### config.mk
export PLATFORM = sky130hd
export DESIGN_NAME = dbus_arbiter_flat
export DESIGN_NICKNAME = d
export VERILOG_FILES = /design/src/rtl/types.sv /design/src/rtl/if_dbus.sv /design/src/rtl/dbus_arbiter.sv /design/src/flat_wrapper.sv
export SDC_FILE = /design/constraint.sdc
export NUM_CORES = 1
export LEC_CHECK = 0
export ABC_CLOCK_PERIOD_IN_PS = 3000
export CAP_MARGIN = 20
export CORE_ASPECT_RATIO = 1.75
export CORE_MARGIN = 2
export CORE_UTILIZATION = 21
export CTS_CLUSTER_DIAMETER = 80
export DETAILED_ROUTE_END_ITERATION = 10
export PLACE_DENSITY = 0.84
export SYNTH_ARGS = -nofsm -noshare
export SYNTH_HDL_FRONTEND = slang
export SYNTH_SLANG_ARGS = --single-unit
### constraint.sdc
create_clock -name clk -period 3 [get_ports clk]
set_input_delay 0.6 -clock clk [delete_from_list [all_inputs] [get_ports clk]]
set_output_delay 0.6 -clock clk [all_outputs]
set_load 0.01 [all_outputs]
### src/rtl/types.sv
// types: shared state and bus-owner encodings for the data-bus arbiter
package types;
    typedef enum logic {IDLE = 1'b0, HOST_WAIT = 1'b1} arb_state_t;
    typedef enum logic [1:0] {OWN_NONE = 2'd0, OWN_CPU = 2'd1, OWN_HOST = 2'd2} owner_t;
endpackage

### src/rtl/if_dbus.sv
// if_dbus: word-addressed data bus with a one-cycle registered read return
interface if_dbus;
    logic [15:0] adr;
    logic [15:0] dat_o;
    logic [15:0] dat_i;
    logic        re;
    logic        we;
    modport master (output adr, re, we, dat_o, input dat_i);
    modport slave (input adr, re, we, dat_o, output dat_i);
endinterface

### src/rtl/dbus_arbiter.sv
// dbus_arbiter: shares the data RAM between the core (absolute priority) and a host port
module dbus_arbiter
    import types::*;
#(
    parameter logic [15:0] PROT_BASE = 16'h7000
) (
    input  logic        clk,
    input  logic        reset,
    if_dbus.slave       cpu,
    if_dbus.master      mem,
    input  logic        host_req,
    input  logic        host_we,
    input  logic [15:0] host_adr,
    input  logic [15:0] host_dat_o,
    output logic        host_ack,
    output logic [15:0] host_dat_i,
    output logic        host_err
);
    arb_state_t state;
    owner_t     owner;
    logic       err_q;
    logic       cpu_act;
    logic       grant;
    logic       prot;
    always_comb begin
        cpu_act    = ~reset & (cpu.re | cpu.we);
        grant      = ~reset & (state == IDLE) & host_req & ~cpu_act;
        prot       = host_we & (host_adr >= PROT_BASE);
        mem.adr    = cpu_act ? cpu.adr : grant ? host_adr : 16'h0;
        mem.dat_o  = cpu_act ? cpu.dat_o : grant ? host_dat_o : 16'h0;
        mem.re     = cpu_act ? cpu.re : grant & ~host_we;
        mem.we     = cpu_act ? cpu.we : grant & host_we & ~prot;
        host_ack   = ~reset & (state == HOST_WAIT);
        host_err   = host_ack & err_q;
        host_dat_i = host_ack ? mem.dat_i : 16'h0;
        cpu.dat_i  = (owner == OWN_CPU) ? mem.dat_i : 16'h0;
    end
    // owner remembers who drove the RAM last cycle, so read data is routed only to it
    always_ff @(posedge clk) begin
        if (reset) begin
            state <= IDLE;
            owner <= OWN_NONE;
            err_q <= 1'b0;
        end else begin
            state <= grant ? HOST_WAIT : IDLE;
            owner <= cpu_act ? OWN_CPU : grant ? OWN_HOST : OWN_NONE;
            err_q <= grant & prot;
        end
    end
endmodule

### src/flat_wrapper.sv
// flat-port wrapper written by rule: the top's interface ports become plain ports
module dbus_arbiter_flat import types::*;
#(
    parameter logic [15:0] PROT_BASE = 16'h7000
)
  (clk, reset, host_req, host_we, host_adr, host_dat_o, host_ack, host_dat_i, host_err, cpu_adr, cpu_re, cpu_we, cpu_dat_o, cpu_dat_i, mem_adr, mem_re, mem_we, mem_dat_o, mem_dat_i);
  if_dbus cpu_i ();
  if_dbus mem_i ();
  input  logic clk;
  input  logic reset;
  input  logic host_req;
  input  logic host_we;
  input  logic [15:0] host_adr;
  input  logic [15:0] host_dat_o;
  output logic host_ack;
  output logic [15:0] host_dat_i;
  output logic host_err;
  input wire logic [$bits(cpu_i.adr)-1:0] cpu_adr;
  input wire logic [$bits(cpu_i.re)-1:0] cpu_re;
  input wire logic [$bits(cpu_i.we)-1:0] cpu_we;
  input wire logic [$bits(cpu_i.dat_o)-1:0] cpu_dat_o;
  output wire logic [$bits(cpu_i.dat_i)-1:0] cpu_dat_i;
  output wire logic [$bits(mem_i.adr)-1:0] mem_adr;
  output wire logic [$bits(mem_i.re)-1:0] mem_re;
  output wire logic [$bits(mem_i.we)-1:0] mem_we;
  output wire logic [$bits(mem_i.dat_o)-1:0] mem_dat_o;
  input wire logic [$bits(mem_i.dat_i)-1:0] mem_dat_i;
  assign cpu_i.adr = cpu_adr;
  assign cpu_i.re = cpu_re;
  assign cpu_i.we = cpu_we;
  assign cpu_i.dat_o = cpu_dat_o;
  assign cpu_dat_i = cpu_i.dat_i;
  assign mem_adr = mem_i.adr;
  assign mem_re = mem_i.re;
  assign mem_we = mem_i.we;
  assign mem_dat_o = mem_i.dat_o;
  assign mem_i.dat_i = mem_dat_i;
  dbus_arbiter #(.PROT_BASE(PROT_BASE)) u_core (.clk(clk), .reset(reset), .cpu(cpu_i), .mem(mem_i), .host_req(host_req), .host_we(host_we), .host_adr(host_adr), .host_dat_o(host_dat_o), .host_ack(host_ack), .host_dat_i(host_dat_i), .host_err(host_err));
endmodule
==> results.tsv, run 1 <==
metric	value	unit
syn_avg_cell_area	8.297	um^2
holdPathEnd	u_core.owner[1]	
ios	154	
start_util	21.72	%
die_y	85.05	um
critPathTopFamily	buffers and inverters	
track_usage	19.02	%
vias_per_cell	5.075	
fp.dieW	50.32	um
insertion_delay	210	ps
final_cell_area	2430	um^2
hp-start	u_core.state	
ff2ff_path_depth	3	
ys_warn_count	0	
drt_iter0_markers	24	
tightestPinTransition	406.8	ps
synth_fp_nets	181	
layout-drive-gt1-share	6.048	%
grt_pass1_wl	6492	um
ys_seq_elements	4	
cts_sinks	4	
antenna_found_initial	0	
critical_path_class	in -> out	
endpoint_kind	output port	
powerDensity	186.9	nW/um^2
avgRoutedWirePerCell	14.34	um
multi_input_area	631.9	um^2
min_path_type	reg -> reg	
cp.required	2400	ps
syn_area	788.3	um^2
ctsLongestPathBuffers	2	
max_freq	355.6	MHz
layout_min_cycle_time	2812	ps
drt_pass1_iterations	4	
dp_hpwl	3399	um
tns	0	ps
grt_pass1_vias	1486	
io_buffers	153	
ys_types	13	
rsz0062_at_grt	false	
netlist.top_cell.by_area	a32o_1	
yosysTopAreaCellShare	41.90	%
holdPathStages	3	
rows	29	
regToRegStartpoint	u_core.state	
crit_chain	clkdlybuf4s50_1 -> buf_4 -> nor2b_1 -> buf_4 -> and2_1 -> clkdlybuf4s50_1	
crit_buf_inv	4	
synthTopCellsByArea	a32o_1, and2_1, dfxtp_1	
critical_path.max_stage_delay	540	ps
setup_viol	0	
diodes	0	
gp_congestion	0.7496	
hold_violations	0	
htree_levels	1	
cp_max_fo	18	
cp_slowest_cell	clkdlybuf4s50_1	
r2r_end	u_core.err_q	
vias	1492	
worst_setup_path_start_kind	input port	
ir_drop	144.2	uV
cap_violations	0	
dp.cells	289	
grt_max_degree	38	
ff_latch_area	80.08	um^2
slew_viol_final	0	
instances_no_fill	294	
drcViolationCount	0	
nFillCells	318	
drt-total-wl	4217	um
placed_area	2387	um^2
synth_seq_area_share	10.16	%
fin_nets	336	
root_buffer	clkbuf_8	
finClkSkew	1.240	ps
coreArea	3628	um^2
die-area	4279	um^2
syn-instance-count	95	
slew_headroom	72.88	%
grt-ovfl-total	0	
cts_tree	yes	
power.leakage	1.031	nW
ant_nets	0	
final.period_utilization	93.73	%
syn_to_final_growth	208.3	%
hold_slack	904.3	ps
cts_buffers	3	
status	finished clean	
r2r_setup_slack	1850	ps
clk_pin_slew_worst_paths	30	ps
worstPathArrival	2210	ps
-- Yosys cell counts --
cell	instances
nor4_4	1
o21ba_2	1
nor2b_1	3
a31oi_1	1
inv_1	2
dfxtp_1	4
buf_2	3
buf_6	3
a32o_1	33
and2_1	35
a41o_1	1
clkbuf_1	7
and4b_1	1
-- worst max-delay path by stage --
| stage | from | to | slack (ps) | cells past startpoint |
|---|---|---|---|---|
| finish | reset | host_err | 190 | 6 |
| global route | reset | host_dat_i[12] | 120 | 6 |
| CTS | reset | host_dat_i[13] | 180 | 6 |
| detailed placement | cpu_re | mem_dat_o[11] | -150 | 4 |
| global placement | cpu_re | mem_dat_o[4] | -150 | 4 |
| floorplan | cpu_we | mem_adr[0] | 900 | 3 |
-- timing repair --
item                       in CTS  in global routing
setup endpoints to repair      34                  0
resized for setup              37                  0
setup buffers                   1                  0
hold buffers                    0                  0
-- cell families (layout without fill, tap and decap cells) --
group                  count (synthesis)  in the layout  synth area share [%]
buffers and inverters                 15            168                 10.48
flip-flops                             4              4                 10.16
AO/OA/AOI/OAI                         36             36                 45.24
AND/OR/NAND/NOR                       40             40                 34.13
-- per-layer routing --
| layer | up-vias | part of all wire (%) | global-route usage (%) |
|---|---|---|---|
| li1 | 692 | - | - |
| met1 | 674 | 32 | 17.55 |
| met2 | 122 | 51 | 36.00 |
| met3 | 4 | 17 | 10.04 |
| met4 | 0 | 0.64 | 3.686 |
| met5 | - | 0 | 0 |
-- worst min-delay path: cells and delay by family, from the launching register on --
kind,cells,cell delay (ps)
and+or+nand+nor,2,220
DFF,1,360
buffers and inverters,1,270
-- cell usage in the layout, fill, tap and decap left out, drive strengths merged --
cell,instances
clkdlybuf4s50,117
dlygate4sd2,36
and2,35
a32o,33
buf,9
dfxtp,4
nor2b,3
clkbuf,3
inv,2
nor4,1
o21ba,1
a31oi,1
a41o,1
and4b,1
bufbuf,1
-- power by group --
part           internal [mW]  switching, mW  leakage (nW)
Clock                 0.0853         0.0254        0.0216
Combinational          0.190         0.0972         0.976
Sequential            0.0554       0.000555        0.0327
Total                  0.331          0.123          1.03
-- metrics by stage --
step	setup slack, ps	power, mW	util, %
after floorplan	895.4	0.1479	-
after global placement	-147.6	0.3591	65.79
after detailed placement	-149.4	0.3620	65.79
after CTS	178.1	0.4604	66.97
after global routing	124.1	0.4796	66.97
final	188.0	0.4543	66.97
-- registers in the layout, summed over array words and instances (netlist names) --
signal and cells:
u_core.err_q 1, u_core.owner 2, u_core.state 1
-- area by class of cell --
type	count	area share (%)
timing repair buffer	163	66.32
multi-input combinational	76	26.00
sequential	4	3.296
tap	46	2.369
clock buffer	3	1.699
inverter	2	0.3090
Note: power is estimated with default switching activity, not from simulation.
==> inputs of run 2 (changes only) <==
MAX_ROUTING_LAYER = met4   (was unset)
SLEW_MARGIN = 20   (was unset)
==> run 2 against run 1 <==
  * Sequential cell count did not move
  * Register-to-register slack is essentially flat
  * Die area unchanged
  * Core utilization is the same
  * Highest routed layer unchanged
==> results.tsv, run 2 (synthesis gave the netlist of run 1 again) <==
metric	value	unit	change
slew_viol_final	0		unchanged
r2r_setup_slack	1850	ps	about the same
finalPower	0.4545	mW	about the same
status	finished clean		
cts.hold.buffers_added	0		unchanged
fin_util	66.97	%	unchanged
final_cell_mix	clkdlybuf4s50_1, dlygate4sd2_1, and2_1		
layout_min_cycle_time	2811	ps	-0.7760 ps
start_util	21.72	%	unchanged
vias	1486		-0.40%
critical_path_class	in -> out		
cts_sinks	4		unchanged
insertion_delay	210	ps	about the same
ff_latch_area	80.08	um^2	unchanged
endpoint_kind	output port		
grt_pass1_wl	6499	um	+0.11%
grt-ovfl-total	0		unchanged
drt_pass1_iterations	4		unchanged
cts_buffers	3		unchanged
nFillCells	318		unchanged
final.period_utilization	93.71	%	about the same
ctsLongestPathBuffers	2		unchanged
gp_congestion	0.7592		+1.3%
fp.dieW	50.32	um	unchanged
reg.largest.list	u_core.owner x2, u_core.err_q x1, u_core.state x1		
min_path_type	reg -> reg		
r2r_end	u_core.err_q		
fin_nets	336		unchanged
multi_input_area	631.9	um^2	unchanged
htree_levels	1		unchanged
drt_iter0_markers	23		-4.2%
largest_reg_flops	2		unchanged
ios	154		unchanged
regMostFlops	u_core.owner		
io_buffers	153		unchanged
drcViolationCount	0		unchanged
max_freq	355.7	MHz	about the same
tns	0	ps	unchanged
holdPathStages	3		unchanged
drt-total-wl	4239	um	+0.52%
final_common_cell	clkdlybuf4s50_1		
regToRegStartpoint	u_core.state		
powerDensity	187.0	nW/um^2	about the same
clk_pin_slew_worst_paths	30	ps	about the same
finClkSkew	1.217	ps	-0.02265 ps
worst_setup_path_start_kind	input port		
slew_headroom	72.66	%	-0.22 points
hold_violations	0		unchanged
dp_hpwl	3399	um	unchanged
grt_max_degree	38		unchanged
worstPathArrival	2210	ps	about the same
avgRoutedWirePerCell	14.42	um	+0.52%
grt_pass1_vias	1481		-0.34%
ir_drop	144.2	uV	about the same
tightestPinTransition	410.0	ps	+3.230 ps
hp-start	u_core.state		
crit_chain	clkdlybuf4s50_1 -> buf_4 -> nor2b_1 -> buf_4 -> and2_1 -> clkdlybuf4s50_1		
diodes	0		unchanged
coreArea	3628	um^2	unchanged
ff2ff_path_depth	3		unchanged
rows	29		unchanged
critPathTopFamily	buffers and inverters		
cp.required	2400	ps	about the same
crit_buf_inv	4		unchanged
cp_max_fo	18		unchanged
cts_tree	yes		
die-area	4279	um^2	unchanged
ant_nets	0		unchanged
track_usage	19.56	%	+0.54 points
critical_path.max_stage_delay	540	ps	about the same
rsz0062_at_grt	false		
root_buffer	clkbuf_8		
cap_violations	0		unchanged
die_y	85.05	um	unchanged
holdPathEnd	u_core.owner[1]		
syn_to_final_growth	208.3	%	unchanged
setup_viol	0		unchanged
layout-drive-gt1-share	6.048	%	unchanged
power.leakage	1.031	nW	unchanged
vias_per_cell	5.054		-0.40%
antenna_found_initial	0		unchanged
cp_slowest_cell	clkdlybuf4s50_1		
run 2: worst max path at each step:
stage                      start        endpoint  slack, ps  depth (start not counted)
final                      reset        host_err        190                          6
after global placement    cpu_re    mem_dat_o[4]       -150                          4
after CTS                  reset  host_dat_i[13]        180                          6
after detailed placement  cpu_re   mem_dat_o[11]       -150                          4
after floorplan           cpu_we      mem_adr[0]        900                          3
after global routing       reset  host_dat_i[12]        120                          6
run 2: routing by layer:
metal,part of all wire (%),global-route usage [%]
met1,33,18.62
met2,50,36.00
met3,15,8.275
met4,0.64,3.686
met5,0,-
run 2: stage by stage:
step / worst slack, ps / cells / hold slack [ps] / instance area [um^2]
2_1_floorplan: 895.4 / 95 / 737.8 / 788.3
3_3_place_gp: -147.6 / 289 / 793.9 / 2387
3_5_place_dp: -149.4 / 289 / 791.7 / 2387
4_1_cts: 178.1 / 294 / 911.7 / 2430
5_1_grt: 124.1 / 294 / 925.5 / 2430
6_report: 188.8 / 294 / 905.0 / 2430
run 2: cell type report:
class,instances,share of cell area [%]
clock buffers,3,1.699
flip-flops and latches,4,3.296
inverters,2,0.3090
repair buffers,163,66.32
multi-input cells,76,26.00
well taps,46,2.369
run 2: where the power goes:
part	switching (mW)	internal (mW)	leakage [nW]
combinational	0.0975	0.190	0.976
sequential	0.000555	0.0554	0.0327
clock	0.0254	0.0853	0.0216
run 2: worst min-delay path, cell delays in order (launching register included):
cell	delay, ps
dfxtp_1	360
nor4_4	60
bufbuf_16	280
and2_1	150
run 2: timing repair:
item / CTS / global route
setup buffers: 1 / 0
gates resized for setup: 37 / 0
endpoints found under the setup margin: 34 / 0
==> inputs of run 3 (changes only) <==
PLACE_DENSITY = 0.95   (was 0.84)
==> run 3 against run 2 <==
  * Clock power barely moved
  * Critical path type unchanged
  * Fmax fell by 2.4%
  * Die area did not move
  * Non-clock buffer count rose by 2
  * Critical endpoint is now mem_adr[9]
  * Sequential cell count did not move
==> results.tsv, run 3 (synthesis gave the netlist of run 1 again) <==
metric	value	unit	change
diodes	0		unchanged
slew_headroom	87.12	%	+14 points
vias	1474		-0.81%
worst_setup_path_start_kind	input port		
clk_pin_slew_worst_paths	30	ps	about the same
critical_path.startpoint	cpu_we		
p_switching	0.1283	mW	+4.0%
intPower	0.3443	mW	+4.0%
insertion_delay	220	ps	about the same
critical_path_class	in -> out		
layout-drive-gt1-share	6.800	%	+0.75 points
fin_nets	338		+0.60%
io_buffers	153		unchanged
max_freq	347.2	MHz	-2.4%
cp.required	2400	ps	about the same
fp.dieW	50.32	um	unchanged
cts.hold.buffers_added	0		unchanged
ant_nets	0		unchanged
nFillCells	278		-13%
syn_to_final_growth	218.4	%	
min_path_type	reg -> reg		
power.leakage	1.201	nW	+17%
r2r_end	u_core.err_q		
final_cell_mix	clkdlybuf4s50_1, and2_1, a32o_1		
cts_tree	yes		
htree_levels	1		unchanged
crit_end	mem_adr[9]		
r2r_setup_slack	1840	ps	about the same
layout_min_cycle_time	2880	ps	+69.19 ps
final_common_cell	clkdlybuf4s50_1		
endpoint_kind	output port		
grt_pass1_vias	1441		-2.7%
cp_max_fo	6		-12
powerDensity	188.3	nW/um^2	+0.68%
cts_sinks	4		unchanged
drt-total-wl	4446	um	+4.9%
die-area	4279	um^2	unchanged
dp_hpwl	3577	um	+5.2%
regToRegStartpoint	u_core.state		
worstPathArrival	2280	ps	+70 ps
ir_drop	165.1	uV	+14%
die_y	85.05	um	unchanged
vias_per_cell	4.980		-1.5%
sw_frac_of_total	27.15	%	about the same
slew_viol_final	0		unchanged
ios	154		unchanged
ff2ff_path_depth	4		+1
largest_reg_flops	2		unchanged
finClkSkew	2.314	ps	+1.097 ps
hold_violations	0		unchanged
start_util	21.72	%	unchanged
cap_violations	0		unchanged
ctsLongestPathBuffers	2		unchanged
grt-ovfl-total	0		unchanged
rows	29		unchanged
root_buffer	clkbuf_8		
regMostFlops	u_core.owner		
drt_iter0_markers	38		+65%
cts_buffers	3		unchanged
share_comb_of_total_power	64.3	%	+1.0 points
final.period_utilization	96.01	%	+2.3 points
antenna_found_initial	0		unchanged
tightestPinTransition	191.8	ps	-218.3 ps
avgRoutedWirePerCell	15.02	um	+4.2%
track_usage	20.35	%	+0.79 points
grt_max_degree	38		unchanged
setup_viol	0		unchanged
hold_slack	940.7	ps	+35.72 ps
seq_power_share	11.8	%	-0.5 points
grt_pass1_wl	6658	um	+2.4%
gp_congestion	0.7543		-0.65%
fin_util	69.17	%	+2.2 points
coreArea	3628	um^2	unchanged
status	finished clean		
reg.largest.list	u_core.owner x2, u_core.err_q x1, u_core.state x1		
rsz0062_at_grt	false		
drt_pass1_iterations	4		unchanged
p_clk_share	23.9	%	-0.5 points
drcViolationCount	0		unchanged
[run 3: worst min path at each step]
stage                             from              end  cells past startpoint
after CTS                 u_core.state  u_core.owner[1]                      4
after detailed placement  u_core.state     u_core.state                      3
after global placement    u_core.state     u_core.state                      3
after global routing      u_core.state     u_core.state                      4
final                     u_core.state     u_core.state                      4
after floorplan           u_core.state  u_core.owner[1]                      3
[run 3: what timing repair did]
action,4_1_cts,5_1_grt
cloned,1,0
pin swaps,1,0
buffers inserted,1,1
resized for setup,9,20
setup endpoints to repair,26,28
[run 3: power by group through the flow]
stage	sequential [mW]	clock, mW	combinational [mW]
final	0.0560	0.113	0.304
after global routing	0.0560	0.119	0.323
after CTS	0.0560	0.117	0.308
after detailed placement	0.0567	0	0.307
after global placement	0.0566	0	0.304
after floorplan	0.0565	0	0.0914
[run 3: cell type report]
| class | count | area, um^2 | share of cell area [%] |
|---|---|---|---|
| Clock buffer | 3 | 41.29 | 1.645 |
| Timing Repair Buffer | 165 | 1698 | 67.65 |
| Sequential cell | 4 | 80.08 | 3.190 |
| Inverter | 2 | 7.507 | 0.2991 |
| Tap cell | 46 | 57.56 | 2.293 |
| Multi-Input combinational cell | 76 | 625.6 | 24.93 |
[run 3: stage by stage]
step | std cells | instance area, um^2 | power [mW] | TNS, ps | setup WS [ps]
global placement | 290 | 2395 | 0.3601 | 0 | 38.25
global route | 296 | 2510 | 0.4978 | 0 | 46.94
detailed placement | 290 | 2395 | 0.3641 | -375.7 | -46.33
CTS | 295 | 2452 | 0.4807 | 0 | 1.488
floorplan | 95 | 788.3 | 0.1479 | 0 | 895.4
finish | 296 | 2510 | 0.4727 | 0 | 119.6
[run 3: critical path: stages]
cell and delay (ps):
clkdlybuf4s50_1 480, nor4_4 160, buf_4 180, buf_4 140, a32o_1 170, clkdlybuf4s50_1 540
[run 3: metal layers]
layer	wire [um]	global-route usage [%]	vias to the layer above	share of wire (%)
li1	-	-	694	-
met1	1568	19.55	650	35
met2	2202	36.36	122	50
met3	610	8.451	8	14
met4	65	5.897	0	1.5
met5	0	-	-	0
